<file path="src/rtl/lsu_pkg.sv">
// Shared types and helpers for the load/store bus master.
// funct3 decode, FSM states and alignment helpers.
package lsu_pkg;

  localparam logic [2:0] F3_B  = 3'b000;
  localparam logic [2:0] F3_H  = 3'b001;
  localparam logic [2:0] F3_W  = 3'b010;
  localparam logic [2:0] F3_BU = 3'b100;
  localparam logic [2:0] F3_HU = 3'b101;

  typedef enum logic [1:0] {
    IDLE,
    REQ,
    WAIT,
    RESP
  } lsu_state_t;

  function automatic logic f3_illegal(
    input logic       store,
    input logic [2:0] f3
  );
    if (store)
      return f3[2] | (f3[1] & f3[0]);
    return (f3[1] & f3[0]) | (f3[2] & f3[1]);
  endfunction

  function automatic logic misaligned(
    input logic [2:0] f3,
    input logic [1:0] off
  );
    return ((f3[1:0] == 2'b01) & off[0]) |
           ((f3 == F3_W) & (|off));
  endfunction

  function automatic logic [1:0] force_align(
    input logic [2:0] f3,
    input logic [1:0] off
  );
    unique case (1'b1)
      f3[1:0] == 2'b01: return {off[1], 1'b0};
      f3 == F3_W:       return 2'b00;
      default:          return off;
    endcase
  endfunction

endpackage

</file>
<file path="src/rtl/lsu_bus_master_if.sv">
// Word-addressed valid/grant data-memory bus.
// master drives the request side, slave answers grant and read data.
interface lsu_bus_master_if;
  logic        mem_req_o;
  logic        mem_we_o;
  logic [29:0] mem_addr_o;
  logic [3:0]  mem_be_o;
  logic [31:0] mem_wdata_o;
  logic        mem_gnt_i;
  logic        mem_rvalid_i;
  logic [31:0] mem_rdata_i;

  modport master (
    output mem_req_o, mem_we_o, mem_addr_o,
    output mem_be_o, mem_wdata_o,
    input  mem_gnt_i, mem_rvalid_i, mem_rdata_i
  );

  modport slave (
    input  mem_req_o, mem_we_o, mem_addr_o,
    input  mem_be_o, mem_wdata_o,
    output mem_gnt_i, mem_rvalid_i, mem_rdata_i
  );
endinterface

</file>
<file path="src/rtl/lsu_align.sv">
// Byte-lane steering: store enables/replication and load extraction.
// Purely combinational.
module lsu_align
  import lsu_pkg::*;
(
  input  logic [2:0]  func3,
  input  logic [1:0]  off,
  input  logic [31:0] wdata,
  input  logic [31:0] rword,
  output logic [3:0]  be,
  output logic [31:0] wdata_rep,
  output logic [31:0] rdata_ext
);

  logic [7:0]  byte_sel;
  logic [15:0] half_sel;

  always_comb begin
    byte_sel = rword[7:0];
    unique case (off)
      2'd1:    byte_sel = rword[15:8];
      2'd2:    byte_sel = rword[23:16];
      2'd3:    byte_sel = rword[31:24];
      default: byte_sel = rword[7:0];
    endcase
    half_sel = off[1] ? rword[31:16] : rword[15:0];
  end

  always_comb begin
    be        = 4'b1111;
    wdata_rep = wdata;
    rdata_ext = rword;
    unique case (1'b1)
      func3[1:0] == 2'b00: begin
        be        = 4'b0001 << off;
        wdata_rep = {4{wdata[7:0]}};
        rdata_ext = func3[2] ? {24'b0, byte_sel}
                             : {{24{byte_sel[7]}}, byte_sel};
      end
      func3[1:0] == 2'b01: begin
        be        = 4'b0011 << off;
        wdata_rep = {2{wdata[15:0]}};
        rdata_ext = func3[2] ? {16'b0, half_sel}
                             : {{16{half_sel[15]}}, half_sel};
      end
      default: ;
    endcase
  end

endmodule

</file>
<file path="src/rtl/lsu_bus_master.sv">
// Load/store unit master on the data-memory valid/grant bus.
// LSU_MISALIGN_TRAP_EN: trap misaligned H/W instead of force-aligning.
module lsu_bus_master
  import lsu_pkg::*;
#(
  parameter int TIMEOUT_CYCLES = 16,
  parameter int CNT_W          = 8
) (
  input  logic        clk,
  input  logic        rst,
  input  logic        req_valid_i,
  output logic        req_ready_o,
  input  logic        req_store_i,
  input  logic [2:0]  req_func3_i,
  input  logic [31:0] req_addr_i,
  input  logic [31:0] req_wdata_i,
  output logic        resp_valid_o,
  output logic [31:0] resp_rdata_o,
  output logic        bus_err_o,
  lsu_bus_master_if.master bus
);

  lsu_state_t  state_q, state_d;
  logic [CNT_W-1:0] cnt_q, cnt_d;
  logic        store_q;
  logic [2:0]  f3_q;
  logic [31:0] addr_q;
  logic [31:0] wdata_q;
  logic [31:0] rdata_q;
  logic        err_q;

  logic        accept, bad, timeout;
  logic        in_req, store_done, load_done, tmo_hit;
  logic [1:0]  off_d;
  logic [3:0]  be;
  logic [31:0] wrep, rext;

  assign accept = req_valid_i & req_ready_o;

`ifdef LSU_MISALIGN_TRAP_EN
  assign bad   = f3_illegal(req_store_i, req_func3_i) |
                 misaligned(req_func3_i, req_addr_i[1:0]);
  assign off_d = req_addr_i[1:0];
`else
  assign bad   = f3_illegal(req_store_i, req_func3_i);
  assign off_d = force_align(req_func3_i, req_addr_i[1:0]);
`endif

  // Last allowed cycle of REQ+WAIT; >= also catches a late grant.
  assign timeout = cnt_q >= CNT_W'(TIMEOUT_CYCLES - 1);

  lsu_align u_align (
    .func3     (f3_q),
    .off       (addr_q[1:0]),
    .wdata     (wdata_q),
    .rword     (bus.mem_rdata_i),
    .be        (be),
    .wdata_rep (wrep),
    .rdata_ext (rext)
  );

  assign in_req     = state_q == REQ;
  assign store_done = in_req & bus.mem_gnt_i & store_q;
  assign load_done  = (state_q == WAIT) & bus.mem_rvalid_i;
  assign tmo_hit    = timeout &
    ((in_req & ~bus.mem_gnt_i) |
     ((state_q == WAIT) & ~bus.mem_rvalid_i));

  always_comb begin
    state_d = state_q;
    cnt_d   = '0;
    unique case (state_q)
      IDLE: if (accept) state_d = bad ? RESP : REQ;
      REQ: begin
        cnt_d = cnt_q + 1'b1;
        if (bus.mem_gnt_i)
          state_d = store_q ? RESP : WAIT;
        else if (timeout)
          state_d = RESP;
      end
      WAIT: begin
        cnt_d = cnt_q + 1'b1;
        if (bus.mem_rvalid_i | timeout)
          state_d = RESP;
      end
      RESP:    state_d = IDLE;
      default: state_d = IDLE;
    endcase
  end

  always_ff @(posedge clk) begin
    if (rst) begin
      state_q <= IDLE;
      cnt_q   <= '0;
      store_q <= 1'b0;
      f3_q    <= '0;
      addr_q  <= '0;
      wdata_q <= '0;
      rdata_q <= '0;
      err_q   <= 1'b0;
    end else begin
      state_q <= state_d;
      cnt_q   <= cnt_d;
      if (accept) begin
        store_q <= req_store_i;
        f3_q    <= req_func3_i;
        addr_q  <= {req_addr_i[31:2], off_d};
        wdata_q <= req_wdata_i;
        err_q   <= bad;
        if (bad) rdata_q <= '0;
      end
      if (store_done) rdata_q <= '0;
      if (load_done)  rdata_q <= rext;
      if (tmo_hit) begin
        err_q   <= 1'b1;
        rdata_q <= '0;
      end
    end
  end

  assign req_ready_o  = (state_q == IDLE) & ~rst;
  assign resp_valid_o = state_q == RESP;
  assign bus_err_o    = resp_valid_o & err_q;
  assign resp_rdata_o = rdata_q;

  assign bus.mem_req_o   = in_req;
  assign bus.mem_we_o    = in_req & store_q;
  assign bus.mem_addr_o  = in_req ? addr_q[31:2] : '0;
  assign bus.mem_be_o    = in_req ? be : '0;
  assign bus.mem_wdata_o = in_req ? wrep : '0;

endmodule

</file>
<file path="src/flat_wrapper.sv">
// flat-port wrapper written by rule: the top's interface ports become plain ports
module lsu_bus_master_flat import lsu_pkg::*;
#(
  parameter int TIMEOUT_CYCLES = 16,
  parameter int CNT_W          = 8
)
  (clk, rst, req_valid_i, req_ready_o, req_store_i, req_func3_i, req_addr_i, req_wdata_i, resp_valid_o, resp_rdata_o, bus_err_o, bus_mem_req_o, bus_mem_we_o, bus_mem_addr_o, bus_mem_be_o, bus_mem_wdata_o, bus_mem_gnt_i, bus_mem_rvalid_i, bus_mem_rdata_i);
  lsu_bus_master_if bus_i ();
  input  logic clk;
  input  logic rst;
  input  logic req_valid_i;
  output logic req_ready_o;
  input  logic req_store_i;
  input  logic [2:0] req_func3_i;
  input  logic [31:0] req_addr_i;
  input  logic [31:0] req_wdata_i;
  output logic resp_valid_o;
  output logic [31:0] resp_rdata_o;
  output logic bus_err_o;
  output wire logic [$bits(bus_i.mem_req_o)-1:0] bus_mem_req_o;
  output wire logic [$bits(bus_i.mem_we_o)-1:0] bus_mem_we_o;
  output wire logic [$bits(bus_i.mem_addr_o)-1:0] bus_mem_addr_o;
  output wire logic [$bits(bus_i.mem_be_o)-1:0] bus_mem_be_o;
  output wire logic [$bits(bus_i.mem_wdata_o)-1:0] bus_mem_wdata_o;
  input wire logic [$bits(bus_i.mem_gnt_i)-1:0] bus_mem_gnt_i;
  input wire logic [$bits(bus_i.mem_rvalid_i)-1:0] bus_mem_rvalid_i;
  input wire logic [$bits(bus_i.mem_rdata_i)-1:0] bus_mem_rdata_i;
  assign bus_mem_req_o = bus_i.mem_req_o;
  assign bus_mem_we_o = bus_i.mem_we_o;
  assign bus_mem_addr_o = bus_i.mem_addr_o;
  assign bus_mem_be_o = bus_i.mem_be_o;
  assign bus_mem_wdata_o = bus_i.mem_wdata_o;
  assign bus_i.mem_gnt_i = bus_mem_gnt_i;
  assign bus_i.mem_rvalid_i = bus_mem_rvalid_i;
  assign bus_i.mem_rdata_i = bus_mem_rdata_i;
  lsu_bus_master #(.TIMEOUT_CYCLES(TIMEOUT_CYCLES), .CNT_W(CNT_W)) u_core (.clk(clk), .rst(rst), .req_valid_i(req_valid_i), .req_ready_o(req_ready_o), .req_store_i(req_store_i), .req_func3_i(req_func3_i), .req_addr_i(req_addr_i), .req_wdata_i(req_wdata_i), .resp_valid_o(resp_valid_o), .resp_rdata_o(resp_rdata_o), .bus_err_o(bus_err_o), .bus(bus_i));
endmodule
</file>
<file path="config.mk">
export PLATFORM = sky130hd
export DESIGN_NAME = lsu_bus_master_flat
export DESIGN_NICKNAME = d
export VERILOG_FILES = /design/src/rtl/lsu_pkg.sv /design/src/rtl/lsu_bus_master_if.sv /design/src/rtl/lsu_align.sv /design/src/rtl/lsu_bus_master.sv /design/src/flat_wrapper.sv
export SDC_FILE = /design/constraint.sdc
export NUM_CORES = 1
export LEC_CHECK = 0
export BUFFER_PORTS_ARGS = -buffer_cell sky130_fd_sc_hd__buf_4
export CAP_MARGIN = 20
export CORE_MARGIN = 5
export CORE_UTILIZATION = 54
export CTS_CLUSTER_SIZE = 12
export DETAILED_ROUTE_END_ITERATION = 10
export GPL_TIMING_DRIVEN = 0
export HOLD_SLACK_MARGIN = 0.05
export PLACE_DENSITY = 0.83
export REMOVE_ABC_BUFFERS = 1
export SLEW_MARGIN = 25
export SYNTH_ARGS = -nofsm -noshare
export SYNTH_HDL_FRONTEND = slang
export SYNTH_SLANG_ARGS = --single-unit
</file>
<file path="constraint.sdc">
create_clock -name clk -period 2.9 [get_ports clk]
set_input_delay 0.58 -clock clk [delete_from_list [all_inputs] [get_ports clk]]
set_output_delay 0.58 -clock clk [all_outputs]
set_load 0.02 [all_outputs]
</file>
==> reports/qor.yml <==
setup.worst_path.end_class: "output pin"
fin_crit_ns: 2.76
switching_share_pct: 37.1
switchingPower_w: 0.00189
grt_pass1_wl_um: 27800
max_freq_ghz: 0.362
syn_to_final_growth_pct: 28.8
p_seq_share_pct: 39.5
dr_total_vias: 5643
cts.path.max_buffers: 2
insertion_delay_ns: 0.37
finalCritPeriodShare_pct: 95.3
cts_made_buffers: 9
ioPinCount: 208
place_congestion: 0.869
reg2reg_depth: 5
routed_wl_um: 17000
synth_area_leaders: "dfxtp_1 39%, nand2_1 13%, nand3_1 6.0%, and2_1 4.6%, mux2i_1 3.6%"
final_antenna_net_count: 0
min_to: "u_core.addr_q[31]"
synth_top_area_cell: "dfxtp_1"
finClkSkew_ns: 0.0120
stdcell_count: 1009
clkTransAtPathRegs_ns: 0.12
syn_inst: 709
cts_tree: "built"
via_per_inst: 5.59
clockPowerShare_pct: 24.2
criticalPathCategory: "flop to output pin"
grt_max_degree: 73
p_per_area_nw_per_um2: 686
hold_viol_final: 0
ys_async_sr_fraction_pct: 0
synth_area_per_cell_um2: 8.14
hold_path.startpoint: "req_addr_i[31]"
reg2reg_from: "u_core.state_q[0]"
yosysSeqAreaShare_pct: 38.5
die_x_um: 113
worst_pin_slew_ns: 0.850
hpwl_um: 11800
hold_class: "primary input to flop"
grt_antenna_before_repair: 0
yosys.cell_types.count: 57
rsz0062_at_grt: "false"
antenna_cells: 0
yosysWarnings: 0
stdcell_area_um2: 7430
p_int_w: 0.00321
holdBufCountCts: 0
grt_overflow: 0
wl_per_cell_um: 16.8
ir_drop_mv: 0.340
initial_core_util_pct: 55.6
grt_pass1_vias: 5697
max_slew_margin_pct: 43.3
power.total_w: 0.00510
worst_r2r_endpoint: "u_core.resp_rdata_o[15]"
drc: 0
dieArea_um2: 12900
die_h_um: 113
cts_sinks: 111
placementRows: 37
cp-start-kind: "flop"
synth-edff-count: 0
outcome: "finished, final reports clean"
synth-main-ff-cell: "dfxtp_1"
r2r_setup_slack_ns: 0.31
cp.required_ns: 2.32
layout.nets: 979
drt-initial-drc-count: 417
synth_seq_cells: 111
cap_violations: 0
placed_cells: 993
slew_violations: 0
placed_cell_area_um2: 7160
cp-startpoint: "u_core.f3_q[0]"
pwr-share-comb_pct: 36.3
cp_max_fo: 29
hold_depth: 3
syn_area_um2: 5770
drive_gt1_share_pct: 31.2
gr-usage-all-layers_pct: 26.0
first_pass_iters: 5
synth.top_cell.area_share_pct: 38.5
finalSetupViolCount: 0
p_leak_nw: 3.44
io_buffer_count: 207
cp_data_arrival_time_ns: 2.18
core_region_area_um2: 10400
cts-root-buf: "clkbuf_8"
htree_levels: 3
layout make-up:
type	count	area, um2
multi-input cells	530	3150
fillers	810	2940
flip-flops and latches	111	2230
repair buffers	208	1570
well taps	136	170
clock inverters	7	149
clock buffers	9	124
inverters	8	32.5
synth_stat cells, types with 2 or more instances:
cell type and n:
nand2_1 201, dfxtp_1 111, nand3_1 69, and2_1 42, nor2_1 29, clkbuf_1 25
mux2i_1 21, o21ai_0 19, a31oi_1 15, buf_2 14, a21oi_2 13, buf_6 12
nor2b_1 11, a21boi_0 9, a21oi_1 8, o211a_1 8, buf_4 7, inv_1 7
nor3b_1 7, o2111ai_2 7, a211o_1 6, ha_1 6, mux4_2 6, o22ai_1 6
o21a_1 4, xor2_1 4, a32o_1 3, and3_1 3, mux2_4 2, nand2b_1 2
nor3_1 2, o211ai_1 2, o221ai_1 2, o31ai_1 2, xnor2_1 2
worst max-delay path by stage:
stage                              end  slack (ns)  cells past startpoint
2_1_floorplan   u_core.resp_rdata_o[0]       -0.03                      6
3_3_place_gp   u_core.resp_rdata_o[19]       -0.92                      6
3_5_place_dp   u_core.resp_rdata_o[15]        0.25                      4
4_1_cts            bus_mem_wdata_o[29]        0.10                      4
5_1_grt            bus_mem_wdata_o[14]        0.01                      4
6_report           bus_mem_wdata_o[12]        0.14                      4
stage by stage:
stage	setup slack (ns)	utilization [%]	TNS (ns)	hold WS, ns
4_1_cts	0.100	71.6	0	0.370
2_1_floorplan	-0.0258	-	-0.437	0.413
3_5_place_dp	0.253	69.0	0	0.440
3_3_place_gp	-0.922	68.7	-40.26	0.423
5_1_grt	0.0133	71.7	0	0.355
6_report	0.137	71.7	0	0.379
layout by cell type, fill, tap and decap left out, drive strengths merged, types with 3 or more instances in the layout:
cell type  Yosys  layout
inv            8      11
nor3b          7       7
bufinv         0       4
ha             6       6
buf           34     208
o21a           4       4
and3           4       4
nor2          30      30
o211a          8       8
mux4           6       6
xor2           4       4
a21oi         21      21
a211o          6       6
o2111ai        7       7
nand3         69      69
mux2           3       3
o21ai         19      19
a21boi         9       9
nor2b         11      11
and2          42      42
a32o           3       3
o22ai          6       6
nand2        201     201
clkbuf        26       9
mux2i         21      21
a31oi         16      16
dfxtp        111     111
kinds of logic after synthesis:
logic type / synth area share [%]
AOI/OAI and AO/OA: 15.5
xor gates and xnor gates: 0.911
buffers and inverters: 6.92
muxes: 6.70
DFF: 38.5
and+or+nand+nor: 30.1
adders and majority gates: 1.30
metal layers:
metal / share of wire [%] / GRT usage, % / up-vias
met2: 47 / 43.0 / 239
met4: 1.5 / 8.41 / 0
li1: - / - / 2714
met5: 0 / 0 / -
met3: 10 / 9.07 / 26
met1: 41 / 31.9 / 2664
critical path, stage by stage (launching register included):
cell and delay (ns):
dfxtp_2 0.78, or2_2 0.48, nand2_1 0.13, a21boi_0 0.22, buf_4 0.19
power by group through the flow:
stage	sequential, W	combinational [W]	clock, W
after detailed placement	0.00204	0.00185	0
after CTS	0.00201	0.00186	0.00125
after global routing	0.00205	0.00202	0.00131
after floorplan	0.00203	0.00111	0
after global placement	0.00202	0.00178	0
final	0.00202	0.00185	0.00123
state kept, by name, summed over array words and instances (netlist names):
name / flops
u_core.f3_q: 3
u_core.resp_rdata_o: 32
u_core.err_q: 1
u_core.wdata_q: 32
u_core.store_q: 1
u_core.state_q: 2
u_core.cnt_q: 8
u_core.addr_q: 32
timing repair:
action,in CTS,in global routing
setup endpoints to repair,0,4
gates resized for setup,0,1
buffers inserted,0,0
Note: power is estimated with default switching activity, not from simulation.
